## config.mk

```make
export PLATFORM = sky130hd
export DESIGN_NAME = matrix_bcd_buffer
export DESIGN_NICKNAME = d
export VERILOG_FILES = /design/src/rtl/matrix_bcd_buffer.sv
export SDC_FILE = /design/constraint.sdc
export NUM_CORES = 1
export LEC_CHECK = 0
export CAP_MARGIN = 0
export CORE_UTILIZATION = 49
export DETAILED_ROUTE_END_ITERATION = 10
export MAX_ROUTING_LAYER = met4
export PLACE_DENSITY = 0.75
export SLEW_MARGIN = 40
export SYNTH_ARGS = -nofsm -noshare
export SYNTH_HDL_FRONTEND = slang
export SYNTH_SLANG_ARGS = --single-unit
```

## constraint.sdc

```tcl
create_clock -name clk -period 1.9 [get_ports clk]
set_clock_uncertainty 0.2 [all_clocks]
set_input_delay 0.475 -clock clk [delete_from_list [all_inputs] [get_ports clk]]
set_output_delay 0.475 -clock clk [all_outputs]
set_load 0.01 [all_outputs]
```

## src/rtl/matrix_bcd_buffer.sv

```systemverilog
// Shadow/display buffer feeding the VGA matrix digit renderers: converts each
// binary entry to three BCD digits and publishes the whole matrix at vblank start.
module matrix_bcd_buffer #(
   parameter int VAL_W = 10,
   parameter int N_ENT = 9
) (
   input  logic                   clk,
   input  logic                   reset_n,
   input  logic                   wr_valid,
   output logic                   wr_ready,
   input  logic [3:0]             wr_idx,
   input  logic [VAL_W-1:0]       wr_data,
   input  logic                   commit,
   input  logic                   vblank,
   output logic [12*N_ENT-1:0]    bcd_flat,
   output logic                   busy,
   output logic                   sat,
   output logic                   idx_err,
   output logic                   frame_done
);

   localparam int CNT_W = $clog2(VAL_W + 1);

   localparam logic [1:0] S_IDLE  = 2'd0;
   localparam logic [1:0] S_CONV  = 2'd1;
   localparam logic [1:0] S_STORE = 2'd2;

   localparam logic [CNT_W-1:0] LAST_IT = CNT_W'(VAL_W - 1);
   localparam logic [VAL_W-1:0] MAX_VAL = VAL_W'(999);

   logic [1:0]            state;
   logic [3:0]            idx_q;
   logic [VAL_W-1:0]      val_q;
   logic [11:0]           acc_q;
   logic [CNT_W-1:0]      cnt_q;
   logic [11:0]           shadow [N_ENT];
   logic [12*N_ENT-1:0]   disp_q;
   logic                  commit_pend;
   logic                  vblank_q;
   logic                  sat_q;
   logic                  idx_err_q;
   logic                  frame_done_q;

   logic                  idx_ok;
   logic                  vblank_rise;
   logic                  publish;
   logic [11:0]           acc_adj;
   logic [11:0]           acc_nxt;
   logic [VAL_W-1:0]      val_nxt;
   logic [12*N_ENT-1:0]   shadow_flat;

   assign idx_ok      = {28'd0, wr_idx} < 32'(N_ENT);
   assign vblank_rise = vblank && !vblank_q;
   // commit_pend is the registered flag, so a commit arriving with the rise waits a frame
   assign publish     = vblank_rise && commit_pend && (state == S_IDLE);

   // NOTE: every variable driven in always_comb gets a default first, so no latch is inferred.
   always_comb begin
      acc_adj = acc_q;
      for (int k = 0; k < 3; k++) begin
         if (acc_q[4*k +: 4] >= 4'd5) acc_adj[4*k +: 4] = acc_q[4*k +: 4] + 4'd3;
      end
   end

   assign {acc_nxt, val_nxt} = {acc_adj[10:0], val_q, 1'b0};

   always_comb begin
      shadow_flat = '0;
      for (int i = 0; i < N_ENT; i++) shadow_flat[12*i +: 12] = shadow[i];
   end

   // NOTE: sequential state uses non-blocking assignments only, so every reader sees pre-edge values.
   always_ff @(posedge clk or negedge reset_n) begin
      if (!reset_n) begin
         state        <= S_IDLE;
         idx_q        <= '0;
         val_q        <= '0;
         acc_q        <= '0;
         cnt_q        <= '0;
         disp_q       <= '0;
         commit_pend  <= 1'b0;
         vblank_q     <= 1'b0;
         sat_q        <= 1'b0;
         idx_err_q    <= 1'b0;
         frame_done_q <= 1'b0;
         // NOTE: the shadow array is small and must read as zero after reset, so it is reset explicitly.
         for (int i = 0; i < N_ENT; i++) shadow[i] <= '0;
      end else begin
         sat_q        <= 1'b0;
         idx_err_q    <= 1'b0;
         frame_done_q <= publish;
         vblank_q     <= vblank;

         case (state)
            S_IDLE: begin
               if (wr_valid) begin
                  if (idx_ok) begin
                     idx_q <= wr_idx;
                     if (32'(wr_data) > 32'd999) begin
                        val_q <= MAX_VAL;
                        sat_q <= 1'b1;
                     end else begin
                        val_q <= wr_data;
                     end
                     acc_q <= '0;
                     cnt_q <= '0;
                     state <= S_CONV;
                  end else begin
                     idx_err_q <= 1'b1;
                  end
               end
            end
            S_CONV: begin
               acc_q <= acc_nxt;
               val_q <= val_nxt;
               cnt_q <= cnt_q + CNT_W'(1);
               if (cnt_q == LAST_IT) state <= S_STORE;
            end
            S_STORE: begin
               for (int i = 0; i < N_ENT; i++) begin
                  if (idx_q == 4'(i)) shadow[i] <= acc_q;
               end
               state <= S_IDLE;
            end
            default: state <= S_IDLE;
         endcase

         // a publish clears the flag even if commit is repeated in that cycle
         if (publish) begin
            disp_q      <= shadow_flat;
            commit_pend <= 1'b0;
         end else if (commit) begin
            commit_pend <= 1'b1;
         end
      end
   end

   assign wr_ready   = (state == S_IDLE);
   assign busy       = (state != S_IDLE) || commit_pend;
   assign sat        = sat_q;
   assign idx_err    = idx_err_q;
   assign frame_done = frame_done_q;
   assign bcd_flat   = disp_q;

endmodule

```

==> results.md <==
* Outcome: finished with violations
* Failing checks: negative setup slack
* Initial DRC count at 473
* Final Instance Area at 13,400 µm²
* Hold/Removal Path Class: in2reg
* Final Max Slew Viols at 0
* Layout cells sized above 1 at 40.3%
* Core Area at 19,700 µm²
* Synth Flop Type: dfrtp_1
* Post-synthesis register bit count at 253
* Die area at 20,800 µm²
* Pre-antenna DRT Iters at 6
* Commonest cells in the netlist: dfrtp_1 (253), mux2_2 (193), nand2_1 (39)
* Number of diodes at 0
* Max-cap violations at 0
* Vias at 6,151
* Total power at 14.9 mW
* # setup viols final at 152
* Post-DP HPWL at 14,300 µm
* Max IR drop VDD at 679 µV
* Sw Ratio at 29.8%
* DRC errors left at 0
* Transition time at the pin with the least slew margin at 0.586 ns
* H-tree levels at 1
* Gate power share at 22.4%
* Worst setup margin at -0.180 ns
* Die Y-Extent at 144 µm
* Sequential power share at 44.1%
* Synthesized area at 9900 µm²
* CTS tree: done
* Synth unique cells at 37
* DP Area at 11,900 µm²
* Warnings, synthesis at 0
* Leakage at 6.99 nW
* Yosys top cell area share at 64.0%
* Sequential fraction of the synthesis area at 64.0%
* Top post-synthesis cells by area: dfrtp_1 (64%), mux2_2 (22%), mux2_1 (2.6%)
* Crit. End Element: output pin
* Clock power frac at 33.5%
* Area of the multi-input gates at 3530 µm²
* Synth area leader: dfrtp_1
* Critical Path Start Type: flop
* Cells after Synth at 657
* Pint at 10.4 mW
* GPL Wtd Cong at 0.847
* # port buffers at 131
* Clk sink count at 253
* RSZ-0062 raised after global routing: yes
* Filler Cell Count at 1,418
* I/O pin total at 132
* Nets at 883
* Worst skew pair latency at 0.51 ns
* Final core occ at 68.0%
* Relative slew margins at 60.9%
* Longest Clk Path Bufs at 3
* Initial Utilization at 50.4%
* Number of flops mapped to enable cells by yosys at 0
* Clk slew on worst S/H paths at 0.06 ns
* Count leader, synth: dfrtp_1
* Global route total overflow at 0
* Syn_nets at 684
* Final Hold Fails at 0
* Minimum clock period at 2.08 ns
* Largest net degree at the start of global routing at 52
* Number of global-route vias before repair at 6,255
* Power Density at 1110 nW/µm²
* Final wirelength at 24,400 µm
* Synth Area per Inst at 15.1 µm²
* CP Class: reg2out
* Initial antenna violation count at 0
* Tot GR Track Use at 22.3%
* Storage cell area at 6330 µm²
* Die span in x at 144 µm
* CTS root buf: clkbuf_16
* DR WL/cell at 21.4 µm
* Pre-CTS WS at -0.588 ns
* Remaining antenna violation count after routing at 0
* Async set or reset register ratio after synthesis at 100%
* Layout area overhead at 35.0%
* CP max FO at 2
* Via density at 5.41
* Num rows at 51
* Fmax at 481 MHz
* Req. time, crit path at 1.22 ns
* Global-route wire length before repair at 34,300 µm
* Critical Path AT at 1.40 ns
* Period utilisation layout at 109%
* Switching power total at 4.43 mW
* Inserted Clock Buffers at 25
worst paths after layout:
| path | slack, ns | from | end | cells past startpoint |
|---|---|---|---|---|
| max in group asynchronous | 0.62 | reset_n | shadow[18] | 3 |
| worst max register to register | -0.18 | state[1] | bcd_flat[99] | 7 |
| worst min-delay path | 0.25 | vblank | vblank_q | 1 |
| min in group asynchronous | 0.29 | reset_n | bcd_flat[3] | 2 |
| worst min register to register | 0.28 | val_q[8] | val_q[8] | 2 |
| worst max-delay path | -0.18 | state[1] | busy | 2 |
logic make-up (layout without fill, tap and decap cells):
family	count (synthesis)	after routing	synth area share, %
buffers and inverters	51	267	3.00
adders and majority gates	8	8	1.01
xor gates and xnor gates	3	3	0.265
DFF	253	253	64.0
AOI/OAI and AO/OA	42	42	2.88
and+or+nand+nor	82	82	4.12
muxes	218	218	24.8
registers in the layout, indices dropped and copies added (netlist names), 2 cells and up:
register	cells
acc_q	12
bcd_flat	108
cnt_q	4
idx_q	4
shadow	108
state	2
val_q	10
per-layer routing:
metal  part of all wire [%]  vias up  track usage [%]
li1                       -     2713                -
met2                     49      215             36.3
met4                    2.0        0             4.76
met5                      0        -                -
met1                     44     3174             29.9
met3                    5.5       49             3.41
metrics by stage:
stage               setup TNS [ns]  std cells  hold slack (ns)
floorplan                        0        657          -0.0206
global placement            -47.03       1069            0.236
detailed placement          -52.10       1069            0.244
CTS                          -4.41       1116            0.244
global route                -21.97       1138            0.259
finish                      -11.09       1138            0.252
layout make-up:
class	instances	share of cell area [%]
clock buffer	29	5.02
timing repair buffer	211	17.2
inverter	12	0.337
clock inverter	15	1.23
tap	265	2.48
multi-input combinational	353	26.4
sequential	253	47.4
power by group through the flow:
stage	clock network, mW	registers, mW	logic [mW]
final	4.98	6.55	3.33
after global routing	5.30	6.62	3.56
after CTS	5.05	6.50	2.91
after detailed placement	0	6.61	2.92
after global placement	0	6.58	2.77
after floorplan	0	6.47	1.61
worst max-delay path, cell delays in order, from the launching register on:
cell,delay (ns)
dfrtp_1,0.39
or3_1,0.37
buf_2,0.15
timing repair:
action | CTS | global route
pin swaps | 3 | 6
hold buffers | 1 | 0
gates cloned | 0 | 15
setup endpoints to repair | 121 | 233
hold endpoints to repair | 43 | 0
gates resized for setup | 133 | 88
buffers inserted | 2 | 7
cell usage in the layout (no fill, tap or decap), types with 17 or more instances in the layout:
| cell type | synthesis | routed |
|---|---|---|
| mux2_2 | 193 | 170 |
| buf_4 | 2 | 39 |
| clkdlybuf4s15_1 | 0 | 18 |
| nand2_1 | 39 | 33 |
| mux2_4 | 0 | 35 |
| dfrtp_1 | 253 | 253 |
| clkdlybuf4s50_1 | 0 | 17 |
| clkbuf_16 | 0 | 35 |
| buf_12 | 0 | 19 |
| dlygate4sd2_1 | 0 | 93 |
Note: power is estimated with default switching activity, not from simulation.
